## config.mk

```make
export PLATFORM = sky130hd
export DESIGN_NAME = fetch_prefetch_buffer_flat
export DESIGN_NICKNAME = d
export VERILOG_FILES = /design/src/rtl/fetch_prefetch_buffer_if.sv /design/src/rtl/fetch_prefetch_buffer.sv /design/src/flat_wrapper.sv
export SDC_FILE = /design/constraint.sdc
export NUM_CORES = 1
export LEC_CHECK = 0
export CAP_MARGIN = 20
export CORE_UTILIZATION = 35
export DETAILED_ROUTE_END_ITERATION = 12
export HOLD_SLACK_MARGIN = 0.02
export MAX_ROUTING_LAYER = met4
export PLACE_DENSITY = 0.63
export SETUP_SLACK_MARGIN = 0.3
export SYNTH_ARGS = -nofsm -noshare
export SYNTH_HDL_FRONTEND = slang
export SYNTH_SLANG_ARGS = --single-unit
```

## constraint.sdc

```tcl
create_clock -name clk -period 5.3 [get_ports clk]
set_input_delay 1.06 -clock clk [delete_from_list [all_inputs] [get_ports clk]]
set_output_delay 1.06 -clock clk [all_outputs]
set_load 0.05 [all_outputs]
```

## src/rtl/fetch_prefetch_buffer_if.sv

```systemverilog
// Fetch front-end bundle: redirect from Execute, instruction-memory request/response,
// and the Decode-side valid/ready handshake.
interface fetch_prefetch_buffer_if #(
  parameter int unsigned XLEN = 32
);
  logic            redirect_valid;
  logic [XLEN-1:0] redirect_pc;
  logic            imem_req_valid;
  logic            imem_req_ready;
  logic [XLEN-1:0] imem_req_addr;
  logic            imem_rsp_valid;
  logic [XLEN-1:0] imem_rsp_data;
  logic            dec_valid;
  logic            dec_ready;
  logic [XLEN-1:0] dec_instr;
  logic [XLEN-1:0] dec_pc;
  logic [XLEN-1:0] dec_pc_plus4;

  // Fetch unit side.
  modport master (
    input  redirect_valid, redirect_pc, imem_req_ready, imem_rsp_valid, imem_rsp_data,
           dec_ready,
    output imem_req_valid, imem_req_addr, dec_valid, dec_instr, dec_pc, dec_pc_plus4
  );

  // Memory / Decode / Execute side.
  modport slave (
    output redirect_valid, redirect_pc, imem_req_ready, imem_rsp_valid, imem_rsp_data,
           dec_ready,
    input  imem_req_valid, imem_req_addr, dec_valid, dec_instr, dec_pc, dec_pc_plus4
  );
endinterface

```

## src/rtl/fetch_prefetch_buffer.sv

```systemverilog
// Instruction-fetch prefetch buffer: credit-limited fetch requests, in-order response FIFO
// feeding Decode, and dropping of stale in-flight responses after a redirect.
module fetch_prefetch_buffer #(
  parameter int unsigned     XLEN     = 32,
  parameter int unsigned     DEPTH    = 4,
  parameter logic [XLEN-1:0] RESET_PC = '0,
  parameter int unsigned     PC_INC   = 4
) (
  input logic                     clk,
  input logic                     rst,
  fetch_prefetch_buffer_if.master bus
);

  localparam int unsigned     CntW = $clog2(DEPTH + 1);
  localparam int unsigned     PtrW = $clog2(DEPTH);
  localparam int unsigned     SumW = CntW + 2;
  localparam logic [XLEN-1:0] Inc  = XLEN'(PC_INC);

  logic [XLEN-1:0] fetchPc;
  logic [XLEN-1:0] fifoInstr [DEPTH];
  logic [XLEN-1:0] fifoPc    [DEPTH];
  logic [XLEN-1:0] sidePc    [DEPTH];
  logic [PtrW-1:0] fifoWr, fifoRd, sideWr, sideRd;
  logic [CntW-1:0] fifoCount, outCnt, dropCnt;

  logic [SumW-1:0] credits;
  logic            reqValid, issue, rspPush, rspDrop, decValid, decPop, redirect;

  // Every FIFO slot is reserved from request issue until Decode pops it, so a
  // response can never find the FIFO full.
  always_comb begin
    redirect = bus.redirect_valid;
    credits  = SumW'(fifoCount) + SumW'(outCnt) + SumW'(dropCnt);
    reqValid = rst && !redirect && (credits < SumW'(DEPTH));
    issue    = reqValid && bus.imem_req_ready;
    rspPush  = rst && bus.imem_rsp_valid && !redirect && (dropCnt == '0);
    rspDrop  = bus.imem_rsp_valid && (dropCnt != '0);
    decValid = fifoCount != '0;
    decPop   = decValid && bus.dec_ready;
  end

  assign bus.imem_req_valid = reqValid;
  assign bus.imem_req_addr  = fetchPc;
  assign bus.dec_valid      = decValid;
  assign bus.dec_instr      = decValid ? fifoInstr[fifoRd] : '0;
  assign bus.dec_pc         = decValid ? fifoPc[fifoRd] : '0;
  assign bus.dec_pc_plus4   = decValid ? fifoPc[fifoRd] + Inc : '0;

  always_ff @(posedge clk or negedge rst) begin
    if (!rst) begin
      fetchPc   <= RESET_PC;
      fifoWr    <= '0;
      fifoRd    <= '0;
      sideWr    <= '0;
      sideRd    <= '0;
      fifoCount <= '0;
      outCnt    <= '0;
      dropCnt   <= '0;
    end else if (redirect) begin
      // A response landing in the redirect cycle belongs to the old stream.
      fetchPc   <= bus.redirect_pc;
      fifoWr    <= '0;
      fifoRd    <= '0;
      sideWr    <= '0;
      sideRd    <= '0;
      fifoCount <= '0;
      outCnt    <= '0;
      dropCnt   <= dropCnt + outCnt - CntW'(bus.imem_rsp_valid);
    end else begin
      if (issue) begin
        fetchPc <= fetchPc + Inc;
        sideWr  <= sideWr + 1'b1;
      end
      if (rspPush) begin
        sideRd <= sideRd + 1'b1;
        fifoWr <= fifoWr + 1'b1;
      end
      if (decPop) begin
        fifoRd <= fifoRd + 1'b1;
      end
      outCnt    <= outCnt + CntW'(issue) - CntW'(rspPush);
      dropCnt   <= dropCnt - CntW'(rspDrop);
      fifoCount <= fifoCount + CntW'(rspPush) - CntW'(decPop);
    end
  end

  // Storage needs no reset; occupancy is tracked by the pointers and counters.
  always_ff @(posedge clk) begin
    if (issue) begin
      sidePc[sideWr] <= fetchPc;
    end
    if (rspPush) begin
      fifoInstr[fifoWr] <= bus.imem_rsp_data;
      fifoPc[fifoWr]    <= sidePc[sideRd];
    end
  end

  fifoOverflow: assert property (@(posedge clk) disable iff (!rst)
    !(rspPush && (fifoCount == CntW'(DEPTH))));

  rspUnexpected: assert property (@(posedge clk) disable iff (!rst)
    !(bus.imem_rsp_valid && (outCnt == '0) && (dropCnt == '0)));

endmodule
```

## src/flat_wrapper.sv

```systemverilog
// flat-port wrapper written by rule: the top's interface ports become plain ports
module fetch_prefetch_buffer_flat 
#(
  parameter int unsigned     XLEN     = 32,
  parameter int unsigned     DEPTH    = 4,
  parameter logic [XLEN-1:0] RESET_PC = '0,
  parameter int unsigned     PC_INC   = 4
)
  (clk, rst, bus_redirect_valid, bus_redirect_pc, bus_imem_req_ready, bus_imem_rsp_valid, bus_imem_rsp_data, bus_dec_ready, bus_imem_req_valid, bus_imem_req_addr, bus_dec_valid, bus_dec_instr, bus_dec_pc, bus_dec_pc_plus4);
  fetch_prefetch_buffer_if #(.XLEN(XLEN)) bus_i ();
  input logic clk;
  input logic rst;
  input wire logic [$bits(bus_i.redirect_valid)-1:0] bus_redirect_valid;
  input wire logic [$bits(bus_i.redirect_pc)-1:0] bus_redirect_pc;
  input wire logic [$bits(bus_i.imem_req_ready)-1:0] bus_imem_req_ready;
  input wire logic [$bits(bus_i.imem_rsp_valid)-1:0] bus_imem_rsp_valid;
  input wire logic [$bits(bus_i.imem_rsp_data)-1:0] bus_imem_rsp_data;
  input wire logic [$bits(bus_i.dec_ready)-1:0] bus_dec_ready;
  output wire logic [$bits(bus_i.imem_req_valid)-1:0] bus_imem_req_valid;
  output wire logic [$bits(bus_i.imem_req_addr)-1:0] bus_imem_req_addr;
  output wire logic [$bits(bus_i.dec_valid)-1:0] bus_dec_valid;
  output wire logic [$bits(bus_i.dec_instr)-1:0] bus_dec_instr;
  output wire logic [$bits(bus_i.dec_pc)-1:0] bus_dec_pc;
  output wire logic [$bits(bus_i.dec_pc_plus4)-1:0] bus_dec_pc_plus4;
  assign bus_i.redirect_valid = bus_redirect_valid;
  assign bus_i.redirect_pc = bus_redirect_pc;
  assign bus_i.imem_req_ready = bus_imem_req_ready;
  assign bus_i.imem_rsp_valid = bus_imem_rsp_valid;
  assign bus_i.imem_rsp_data = bus_imem_rsp_data;
  assign bus_i.dec_ready = bus_dec_ready;
  assign bus_imem_req_valid = bus_i.imem_req_valid;
  assign bus_imem_req_addr = bus_i.imem_req_addr;
  assign bus_dec_valid = bus_i.dec_valid;
  assign bus_dec_instr = bus_i.dec_instr;
  assign bus_dec_pc = bus_i.dec_pc;
  assign bus_dec_pc_plus4 = bus_i.dec_pc_plus4;
  fetch_prefetch_buffer #(.XLEN(XLEN), .DEPTH(DEPTH), .RESET_PC(RESET_PC), .PC_INC(PC_INC)) u_core (.clk(clk), .rst(rst), .bus(bus_i));
endmodule
```

* Word level (Yosys, flattened, before mapping)
Memories as Yosys holds them, arrays and structs flattened.
Index checks and enable logic that the tools add are counted.
** Storage, ports and cells
- Memories :: 3
- Output and inout bits :: 130
- Bits in writable memories :: 384
- Input port bits :: 70
- Register bits :: 49
** Memories
- u_core.fifoInstr :: depth 4, width 32, read ports 1, clocked after memory_dff 0, write ports 1, RTL line fetch_prefetch_buffer.sv:20 : logic [XLEN-1:0] fifoInstr [DEPTH];
- u_core.fifoPc :: depth 4, width 32, read ports 1, clocked after memory_dff 0, write ports 1, RTL line fetch_prefetch_buffer.sv:21 : logic [XLEN-1:0] fifoPc [DEPTH];
- u_core.sidePc :: depth 4, width 32, read ports 1, clocked after memory_dff 0, write ports 1, RTL line fetch_prefetch_buffer.sv:22 : logic [XLEN-1:0] sidePc [DEPTH];
** Cells by class
- Reductions and logical operators :: 15
- $lt $le $gt $ge :: 1
- Add/sub/neg operators :: 15
- Muxes and demuxes :: 20
** Operators by type and width (count)
- 32-bit 2-to-1 mux :: 5
- 32-bit by 3-bit adder with 32-bit output (second input constant) :: 2
- 2-bit 2-to-1 mux :: 8
- 3-bit by 1-bit subtractor with 3-bit output :: 4
- 3-bit 2-to-1 mux :: 3
- 2-bit by 1-bit adder with 2-bit output (second input constant) :: 4
- 1-bit logical AND :: 8
- 3-bit by 1-bit adder with 3-bit output :: 2
- 2-bit nonzero test :: 3
- 3-bit nonzero test :: 2
- 5-bit by 3-bit adder with 5-bit output :: 1
- 5-bit by 3-bit < comparator with 1-bit output (second input constant) :: 1
- 3-bit by 3-bit adder with 4-bit output :: 1
- 1-bit 2-to-1 mux :: 4
- 3-bit adder :: 1
- 3-bit logical NOT :: 1
- 1-bit logical NOT :: 1

* Depth between registers and ports, before layout
- Depth after elaboration :: 8
- Mapped depth :: 15
- Mapped depth without buffers :: 13

* Least setup slack after synthesis
No wires, ideal clock.
- Kind :: reg-to-output
- Start point :: register u_core.fifoRd[0]
- End point :: output bus_dec_pc_plus4[16]
- Path slack :: 1269 ps
- Arrival time :: 2971 ps
- Data required time :: 4240 ps
- Stages on the path, launching flop included :: 9
- Path buffers :: 2
- Cells stage by stage :: dfrtp_1 buf_6 mux4_1 ha_1 nand2_1 or4_1 clkbuf_2 or3_1 a21oi_1
** On the way
- Word-level cells in the longest chain between the ends :: 3
** RTL lines
- start, declared :: RTL line fetch_prefetch_buffer.sv:23 : logic [PtrW-1:0] fifoWr, fifoRd, sideWr, sideRd;
- start signal, assigned :: RTL line fetch_prefetch_buffer.sv:79 : fifoRd <= fifoRd + 1'b1;
- memory 4 x 32 bit
- 32-bit by 3-bit adder with 32-bit output :: RTL line fetch_prefetch_buffer.sv:47 : assign bus.dec_pc_plus4 = decValid ? fifoPc[fifoRd] + Inc : '0;
- 32-bit 2-to-1 mux :: RTL line fetch_prefetch_buffer.sv:47
- end, declared :: RTL line flat_wrapper.sv:24 : output wire logic [$bits(bus_i.dec_pc_plus4)-1:0] bus_dec_pc_plus4;
Every way passes these cells.

* Final worst setup path
- Start point :: register u_core.fifoRd[0]
- End point :: output bus_dec_pc_plus4[31]
Same word-level chain as after synthesis.

==> metrics <==
slew margin rel.=30.2%; vias in the first global route=10200; # IOs=200; largest net degree at the start of global routing=65; Worst-Margin Slew=1.05 ns; initial drt markers=598; total number of H-tree levels=2; Inserted Clock Buffers=46; largest stage delay on the critical path=0.60 ns; cells after synthesis=1036; Skew-Pair Late Insertion Delay=0.57 ns; first-pass GRT wire length=61800 µm; final instance area=22400 µm²; Synth cell types=57; Startpoint Class=register; clk slew on worst S/H paths=0.06 ns; number of diodes=0; initial antenna violation count=0; slack of the worst reg-to-reg path=1.68 ns; CP cell instances=mux4_1, nand4_4, or4_1, buf_4, nor4_1, mux2_2, dlygate4sd2_1; Setup TNS Final=0 ns; Synth warnings=0; endpoints failing hold=0; critical path arrival=3.87 ns; vias per cell=5.11; share of layout cells above drive strength 1=16.5%; worst min path class=reg -> reg; failing checks=design-rule violations; top cell type's share of synthesized area=63.6%; Die Y=230 µm; CTS max path bufs=3; Die W=230 µm; wire per inst=20.5 µm; Final Max Slew Viols=0; Final Skew=0.0141 ns; RSZ-0062 raised after global routing=yes; hold buffers post-CTS=0; drt pass-1 iters=9; prevailing post-synth register cell=edfxtp_1; CTS sink cnt=433; ratio of final minimum period to clock period=93.0%; port buffer count=199; CORE AREA=51300 µm²; Die ar.=52700 µm²; final WL=40400 µm; routed vias=10100; most common cell in the netlist=edfxtp_1; Final Worst Setup Slack=0.370 ns; Filler cells=4546; P per Cell Area=514 nW/µm²; reg2reg path depth=11; total of max-cap violations=0; Area growth, synth to finish=23.6%; Commonest cells post-synth=edfxtp_1 (384), mux4_2 (88), and2_1 (70); Synth area leaders=edfxtp_1 (64%), mux4_2 (11%), dfrtp_1 (6.8%); Lkg Pwr=7.39 nW; IR drop worst, VDD=221 µV; All-Layer GR Usage=15.9%; syn_nets=1134; synthesis-stage register bit count=433; placed instance area=20900 µm²; CP max-delay cell=dfrtp_4; Post-Syn Area per Cell=17.5 µm²; GRT overflow=0; Post-Syn Area=18100 µm²; Place WS=0.564 ns; Worst Hold Depth=1; fin crit period=4.93 ns; Post-DP HPWL=25600 µm; Core Util, Final=43.7%; Data required, critical path=4.24 ns; maximum fanout along the worst path=16; fin nets=1354; Synth async-reset ratio=11.3%; num rows=83; cell taking the most area after synthesis=edfxtp_1; worst setup path class=reg -> out; CP endpoint kind=primary output; fmax=0.203 GHz; Final Setup Violations=0; Routed Antenna Nets=0; TritonCTS clock tree=built; hold slack=0.503 ns; number of synthesized flops with an enable pin=384; sequential share of the synthesized area=70.3%; drt drc=2; Root Buffer=clkbuf_16; status=finished, violations left; initial core utilization=35.4%; routability cong.=0.809
-- registers in the layout, summed over array words and instances, names as in the netlist --
register                  cells
u_core.fifoCount              3
u_core.bus.imem_req_addr     32
u_core.fifoWr                 2
u_core.fifoRd                 2
u_core.outCnt                 3
u_core.fifoInstr            128
u_core.dropCnt                3
u_core.sidePc               128
u_core.sideRd                 2
u_core.fifoPc               128
u_core.sideWr                 2
-- per-stage QoR --
stage          instances  power [W]
6_report            1971     0.0115
5_1_grt             1971     0.0120
4_1_cts             1971     0.0117
3_5_place_dp        1888    0.00850
3_3_place_gp        1888    0.00847
2_1_floorplan       1036    0.00704
-- per-layer routing --
metal,global-route usage [%],vias to the layer above,share of wire (%)
met5,-,-,0
met4,3.08,0,1.2
met3,3.35,46,6.0
met2,24.4,328,47
met1,21.8,5148,46
li1,-,4543,-
-- worst max-delay path: cells and delay by family (launching register included) --
family	cells	cell delay, ns
DFF	1	0.60
and+or+nand+nor	3	1.15
muxes	2	0.92
buffers and inverters	2	0.62
-- final timing paths --
path                                                from                                 endpoint
max in group asynchronous                            rst             u_core.fifoRd[0]$_DFFE_PN0P_
min in group asynchronous                            rst  u_core.bus.imem_req_addr[3]$_DFFE_PN0P_
setup reg to reg           u_core.fifoCount[0]$_DFF_PN0_            u_core.sidePc[3][4]$_DFFE_PP_
hold reg to reg              u_core.dropCnt[2]$_DFF_PN0_              u_core.dropCnt[2]$_DFF_PN0_
hold / removal               u_core.dropCnt[2]$_DFF_PN0_              u_core.dropCnt[2]$_DFF_PN0_
setup / recovery            u_core.fifoRd[0]$_DFFE_PN0P_                     bus_dec_pc_plus4[31]
-- timing repair --
action / in CTS / in global routing
pin swaps: 0 / 0
endpoints found under the setup margin: 10 / 4
endpoints found under the hold margin: 0 / 0
setup buffers: 0 / 0
gates resized for setup: 12 / 4
-- where the power goes --
| group | internal, W | total, W | switching, W |
|---|---|---|---|
| sequential | 0.00390 | 0.00407 | 0.000171 |
| clock | 0.00187 | 0.00316 | 0.00129 |
| combinational | 0.00146 | 0.00430 | 0.00283 |
| total | 0.00724 | 0.0115 | 0.00430 |
-- area by class of cell --
type | count | area (µm²) | area share, %
tap | 680 | 851 | 3.79
timing repair buffer | 221 | 2140 | 9.53
sequential | 433 | 12800 | 56.9
multi-input combinational | 520 | 5050 | 22.5
inverter | 34 | 128 | 0.569
clock buffer | 57 | 1210 | 5.41
clock inverter | 26 | 279 | 1.24
-- layout by cell type, fill, tap and decap left out, types with 12 or more instances in the layout --
master and instances:
a21oi_1 18, and2_1 66, buf_4 24, clkbuf_16 47, clkdlybuf4s50_1 181, dfrtp_1 45, edfxtp_1 384, ha_1 24
inv_1 32, mux2_2 12, mux4_2 88, nand2_1 41, nand3_1 29, nor2_1 46, nor3_1 15, nor4_1 12
o21ai_0 19, xnor2_1 14
-- cell families after synthesis --
logic type	count (synthesis)	synth area share, %
fa+ha+maj	28	2.10
flops	433	70.3
simple gates	271	8.17
xor+xnor	22	1.06
compound gates	87	3.30
buf+inv	83	1.97
mux	112	13.1
(Power assumes the default switching activity.)
